===== src/rtl/cnt_seq_arb.sv =====
// cnt_seq_arb: round-robin arbiter and sequencer in front of a shared
// WIDTH-bit up/down counter. The granted requester's target is latched,
// and the counter is stepped along the shorter modular path until it
// lands on the target, after which a one-cycle done pulse is returned.
module cnt_seq_arb #(
    parameter int unsigned WIDTH = 4
) (
    input  logic             clk,
    input  logic             rst_n,
    input  logic [1:0]       req,
    input  logic [WIDTH-1:0] tgt0,
    input  logic [WIDTH-1:0] tgt1,
    input  logic [WIDTH-1:0] cnt,
    output logic             en,
    output logic             up_dwn_n,
    output logic [1:0]       gnt,
    output logic [1:0]       done,
    output logic             busy
);

    localparam logic [1:0] ST_IDLE = 2'd0;
    localparam logic [1:0] ST_MOVE = 2'd1;
    localparam logic [1:0] ST_DONE = 2'd2;

    // Half of the modular range; a distance of exactly this much counts up.
    localparam logic [WIDTH-1:0] HALF = {1'b1, {(WIDTH-1){1'b0}}};

    logic [1:0]       state_q,   state_d;
    logic             ptr_q,     ptr_d;
    logic [WIDTH-1:0] tgt_lat_q, tgt_lat_d;
    logic [1:0]       gnt_q,     gnt_d;

    logic [WIDTH-1:0] diff;
    logic             at_tgt;
    logic             held;
    logic             pick;
    logic             gsel;

    // Distance to target, arbitration choice and hold status of the owner.
    always_comb begin
        diff   = tgt_lat_q - cnt;
        at_tgt = (diff == '0);
        held   = |(req & gnt_q);
        gsel   = gnt_q[1];
        pick   = (req == 2'b11) ? ptr_q : req[1];
    end

    // Next-state logic for the sequencer and round-robin pointer.
    always_comb begin
        state_d   = state_q;
        ptr_d     = ptr_q;
        tgt_lat_d = tgt_lat_q;
        gnt_d     = gnt_q;
        case (state_q)
            ST_IDLE: begin
                if (|req) begin
                    gnt_d     = pick ? 2'b10 : 2'b01;
                    tgt_lat_d = pick ? tgt1 : tgt0;
                    state_d   = ST_MOVE;
                end
            end
            ST_MOVE: begin
                // An abandoned request wins over arrival on target.
                if (!held) begin
                    state_d = ST_IDLE;
                    gnt_d   = '0;
                    ptr_d   = ~ptr_q;
                end else if (at_tgt) begin
                    state_d = ST_DONE;
                end
            end
            ST_DONE: begin
                state_d = ST_IDLE;
                gnt_d   = '0;
                ptr_d   = ~gsel;
            end
            default: begin
                state_d = ST_IDLE;
                gnt_d   = '0;
            end
        endcase
    end

    // State, pointer, latched target and grant registers.
    always_ff @(posedge clk or negedge rst_n) begin
        if (!rst_n) begin
            state_q   <= ST_IDLE;
            ptr_q     <= 1'b0;
            tgt_lat_q <= '0;
            gnt_q     <= '0;
        end else begin
            state_q   <= state_d;
            ptr_q     <= ptr_d;
            tgt_lat_q <= tgt_lat_d;
            gnt_q     <= gnt_d;
        end
    end

    // Counter controls and status outputs, derived from registered state.
    always_comb begin
        en       = (state_q == ST_MOVE) && held && !at_tgt;
        up_dwn_n = (state_q != ST_MOVE) || (diff <= HALF);
        gnt      = gnt_q;
        done     = (state_q == ST_DONE) ? gnt_q : 2'b00;
        busy     = (state_q != ST_IDLE);
    end

    gnt_onehot0_a: assert property (@(posedge clk) disable iff (!rst_n) $onehot0(gnt_q));
    state_legal_a: assert property (@(posedge clk) disable iff (!rst_n) state_q != 2'd3);

endmodule


===== config.mk =====
export PLATFORM = sky130hd
export DESIGN_NAME = cnt_seq_arb
export DESIGN_NICKNAME = d
export VERILOG_FILES = /design/src/rtl/cnt_seq_arb.sv
export SDC_FILE = /design/constraint.sdc
export NUM_CORES = 1
export LEC_CHECK = 0
export ABC_AREA = 1
export CAP_MARGIN = 20
export CORE_MARGIN = 2
export CORE_UTILIZATION = 45
export DETAILED_ROUTE_END_ITERATION = 10
export PLACE_DENSITY_LB_ADDON = 0.3
export SYNTH_ARGS = -nofsm -noshare
export SYNTH_HDL_FRONTEND = slang
export SYNTH_SLANG_ARGS = --single-unit

===== constraint.sdc =====
create_clock -name clk -period 3.1 [get_ports clk]
set_clock_uncertainty 0.2 [all_clocks]
set_input_delay 0.465 -clock clk [delete_from_list [all_inputs] [get_ports clk]]
set_output_delay 0.465 -clock clk [all_outputs]
set_load 0.05 [all_outputs]

Word-level counts from Yosys, hierarchy flattened
Index checks and enable logic that the tools add are counted.
{"block": "totals", "inputBits": 16, "elab_cells": 43, "regBits": 9, "output_inout_bits": 7}
{"block": "classes", "eq_ne": 7, "n_reduce_logical": 14, "order_cmp": 1, "n_mux": 13, "add_sub_neg": 1, "bitwise": 3}
{"cell": "2-bit two-way mux", "count": 7}
{"cell": "2-bit one-hot mux with 2 select lines", "count": 2}
{"cell": "2-bit AND reduction", "count": 4}
{"cell": "2-bit equality test (second input constant)", "count": 2}
{"cell": "4-bit less-or-equal comparator (second input constant)", "count": 1}
{"cell": "4-bit zero test", "count": 1}
{"cell": "4-bit two-way mux", "count": 1}
{"cell": "2-bit inequality test (second input constant)", "count": 2}
{"cell": "2-bit nonzero test", "count": 2}
{"cell": "2-bit OR reduction", "count": 2}
{"cell": "4-bit subtractor", "count": 1}
{"cell": "3-bit inequality test (second input constant)", "count": 1}
{"cell": "2-bit AND", "count": 1}
{"cell": "2-bit by 1-bit equality test with 1-bit output (second input constant)", "count": 1}
{"cell": "1-bit logical AND", "count": 2}
{"cell": "2-bit zero test", "count": 1}
{"cell": "1-bit two-way mux", "count": 2}
{"cell": "2-bit by 1-bit inequality test with 1-bit output (second input constant)", "count": 1}
{"cell": "1-bit inverter", "count": 2}
{"cell": "1-bit one-hot mux with 2 select lines", "count": 1}
{"cell": "1-bit zero test", "count": 1}
{"cell": "1-bit logical OR", "count": 1}

Longest topological paths before layout
{"block": "depth", "word_depth": 5, "ltp_mapped": 11, "mapped_depth_nobuf": 11}

Worst setup path after synthesis
OpenSTA, ideal clock, no wires.
{"block": "synth_path", "path_kind": "input-to-output", "start": "input port cnt[2]", "end": "output port up_dwn_n", "path_stages": 8, "n_path_buf": 0, "path_slack_ns": 0.833, "arrival_time_ns": 1.602, "required_ns": 2.435, "cell_sequence": "inv_1 ha_1 or2_1 nand2_1 nand2_1 nand2_1 inv_1 nand3b_1"}
{"block": "synth_between", "elab_chain_len": 3}
{"item": "from (decl)", "line": "13", "text": "input logic [WIDTH-1:0] cnt,"}
{"item": "4-bit subtractor", "line": "41", "text": "diff = tgt_lat_q - cnt;"}
{"item": "4-bit less-or-equal comparator", "line": "102", "text": "up_dwn_n = (state_q != ST_MOVE) || (diff <= HALF);"}
{"item": "1-bit logical OR", "line": "102"}
{"item": "to (decl)", "line": "15", "text": "output logic up_dwn_n,"}
Every way passes these cells.

Final worst setup path
{"block": "layout_path", "start": "input port cnt[2]", "end": "output port en"}
{"block": "layout_between", "elab_chain_len": 4}
{"item": "4-bit subtractor", "line": "41"}
{"item": "4-bit zero test", "line": "42", "text": "at_tgt = (diff == '0);"}
{"item": "1-bit zero test", "line": "101", "text": "en = (state_q == ST_MOVE) && held && !at_tgt;"}
{"item": "1-bit logical AND", "line": "101"}
{"item": "to (decl)", "line": "14", "text": "output logic en,"}
Every way passes these cells.

==> results.py <==
metrics = {
    "min_path": {
        "hp-class": "input port to async pin",
    },
    "die": {
        "rows": 13,
        "dieWidth_um": 41.5,
        "boundaryPins": 23,
        "die_area_um2": 1720,
        "start_util": 0.487,
        "core_area_um2": 1300,
        "die_y_um": 41.5,
    },
    "layout": {
        "antenna_cells": 0,
        "drive_gt1_frac": 0.134,
        "final_nets": 139,
        "final_util": 0.706,
        "area_growth_syn_to_layout_pct": 45.1,
        "design_area_um2": 918,
    },
    "synth": {
        "synth_area_leaders": "dfrtp_1 36%, nand2_1 18%, inv_1 10%",
        "ys_seq_elements": 9,
        "synth_nets": 112,
        "synth.distinct_cells": 17,
        "syn_avg_cell_area_um2": 6.81,
        "syn_inst": 93,
        "netlist_area_um2": 633,
        "seq_area_frac_synth": 0.356,
        "yosysWarnings": 0,
        "synth_largest_area_cell": "dfrtp_1",
        "synth.top_cell.area_share": 0.356,
    },
    "setup_path": {
        "worst_path_largest_cell_delay_ns": 0.45,
        "critPathMaxFanout": 3,
        "worstSetupEndpointType": "output pin",
        "path_class": "input port to output pin",
        "required_ns": 2.43,
        "critical_path_arrival_ns": 2.01,
        "critPathSlowestCell": "clkdlybuf4s50_1",
        "critPathLaunchType": "input port",
        "critical_path.cell_chain": "clkdlybuf4s50_1 > inv_1 > ha_1 > or2_1 > nand2_1 > nand2_1 > nand2_1 > nand2_1 > nand2_1 > inv_1 > buf_12",
        "cp_common_cell": "nand2_1",
    },
    "routing": {
        "wl_mm": 1.36,
        "num_vias": 627,
        "vias_per_cell": 4.68,
        "wl_per_cell_um": 10.1,
        "dr.pass1.iters": 4,
        "remaining_drc_errors": 0,
        "drt_iter0_markers": 13,
        "antenna_left": 0,
    },
    "clock_network": {
        "cts_tree": "done",
        "htreeDepth": 1,
        "clockBufferDepth": 2,
        "cts_sinks": 9,
        "path_clk_slew_ns": 0.06,
        "hold_buffers": 0,
        "numCtsBuffers": 3,
        "ctsResizeCount": 0,
        "root_buffer": "clkbuf_4",
        "insertion_delay_ns": 0.26,
        "post_cts_buffers": 0,
    },
    "timing": {
        "relSlewSlack": 0.655,
        "fin_crit_ns": 2.68,
        "tightest_slew_ns": 0.516,
        "setup_viol": 0,
        "fin_setup_tns_ns": 0,
        "finalHoldViolations": 0,
        "slew_viol_final": 0,
        "max_freq_mhz": 374,
        "period_share": 0.864,
        "grt_setup_unrepaired": "false",
    },
    "global_route": {
        "grt_pass1_vias": 644,
        "grt_pass1_wl_mm": 2.48,
        "grt_max_degree": 10,
        "antenna_found_initial": 0,
        "grt_usage": 0.185,
        "gr-total-overflow": 0,
    },
    "job": {
        "max-cap-violations": 0,
    },
    "power_and_ir_drop": {
        "powerDensity_nw_per_um2": 904,
        "ir_drop_mv": 0.542,
        "power_leakage_nw": 0.489,
    },
    "place": {
        "port_buffers": 22,
        "place_area_um2": 892,
        "gp_congestion": 0.803,
        "dpl.hpwl_mm": 1.17,
    },
    "status": {
        "status": "completed",
    },
}
final cells by class:
| type | count | area, µm² |
|---|---|---|
| repair buffers | 22 | 240 |
| fillers | 113 | 383 |
| multi-input cells | 62 | 325 |
| well taps | 15 | 18.8 |
| inverters | 22 | 82.6 |
| clock buffers | 4 | 26.3 |
| flip-flops and latches | 9 | 225 |
routing by layer:
layer | routed length, µm | GRT usage | vias to the layer above
met5 | 0 | 0 | -
met4 | 22 | 0.0710 | 0
met3 | 74 | 0.0478 | 3
met2 | 700 | 0.344 | 21
met1 | 560 | 0.197 | 263
li1 | - | - | 340
cells in the mapped netlist:
library cell	instances
nand2_1	30
a21oi_1	3
a21oi_4	1
ha_1	3
o211ai_1	2
nand3_1	3
o22ai_2	1
o21ai_1	2
inv_2	5
o21ai_2	3
o31ai_1	1
dfrtp_1	9
or2_1	1
nand3b_1	1
nor2_1	10
inv_1	17
nand2_2	1
path summary, 6_finish.rpt:
| path | startpoint | cells after the start | endpoint | slack [ns] |
|---|---|---|---|---|
| setup reg to reg | tgt_lat_q[2] | 8 | state_q[0] | 1.49 |
| min in group clk | tgt_lat_q[1] | 2 | tgt_lat_q[1] | 0.29 |
| setup / recovery | cnt[2] | 11 | en | 0.42 |
| hold reg to reg | tgt_lat_q[1] | 2 | tgt_lat_q[1] | 0.29 |
| hold / removal | rst_n | 1 | tgt_lat_q[0] | 0.29 |
| max in group asynchronous | rst_n | 1 | state_q[0] | 2.12 |
worst max-delay path: cells and delay by family:
kind                       cells  cell delay, ns
and+or+nand+nor                6            0.55
buffers and inverters          4            0.69
adders and majority gates      1            0.30
sequential cells by signal, summed over array words and instances, names as in the netlist:
| register | cells |
|---|---|
| tgt_lat_q | 4 |
| gnt | 2 |
| state_q | 2 |
| ptr_q | 1 |
placed cells by master, fill, tap and decap left out, drive strengths merged:
| cell | n |
|---|---|
| dfrtp | 9 |
| inv | 22 |
| nand3 | 3 |
| ha | 3 |
| buf | 2 |
| or2 | 1 |
| nand2 | 31 |
| a21oi | 4 |
| o22ai | 1 |
| o31ai | 1 |
| o21ai | 5 |
| nor2 | 10 |
| clkdlybuf4s50 | 20 |
| nand3b | 1 |
| o211ai | 2 |
| clkbuf | 4 |
logic make-up (layout without fill, tap and decap cells):
| kind of cell | Yosys count | after routing | share of synthesized area |
|---|---|---|---|
| adders and majority gates | 3 | 3 | 0.0593 |
| and+or+nand+nor | 46 | 46 | 0.293 |
| DFF | 9 | 9 | 0.356 |
| buffers and inverters | 22 | 48 | 0.130 |
| AOI/OAI and AO/OA | 13 | 13 | 0.162 |
power breakdown:
part	switching (mW)	total, mW	internal (mW)
logic	0.324	0.534	0.211
registers	0.0341	0.204	0.169
clock network	0.0421	0.0918	0.0497
through the flow:
| stage | instances | power, mW | setup WS, ns | hold WS [ns] |
|---|---|---|---|---|
| after CTS | 134 | 0.837 | 0.412 | 0.297 |
| final | 134 | 0.830 | 0.423 | 0.293 |
| after detailed placement | 130 | 0.744 | 0.412 | 0.283 |
| after floorplan | 93 | 0.568 | 0.833 | -0.0306 |
| after global placement | 130 | 0.728 | 0.447 | 0.280 |
| after global routing | 134 | 0.902 | 0.277 | 0.316 |
(Power assumes the default switching activity.)
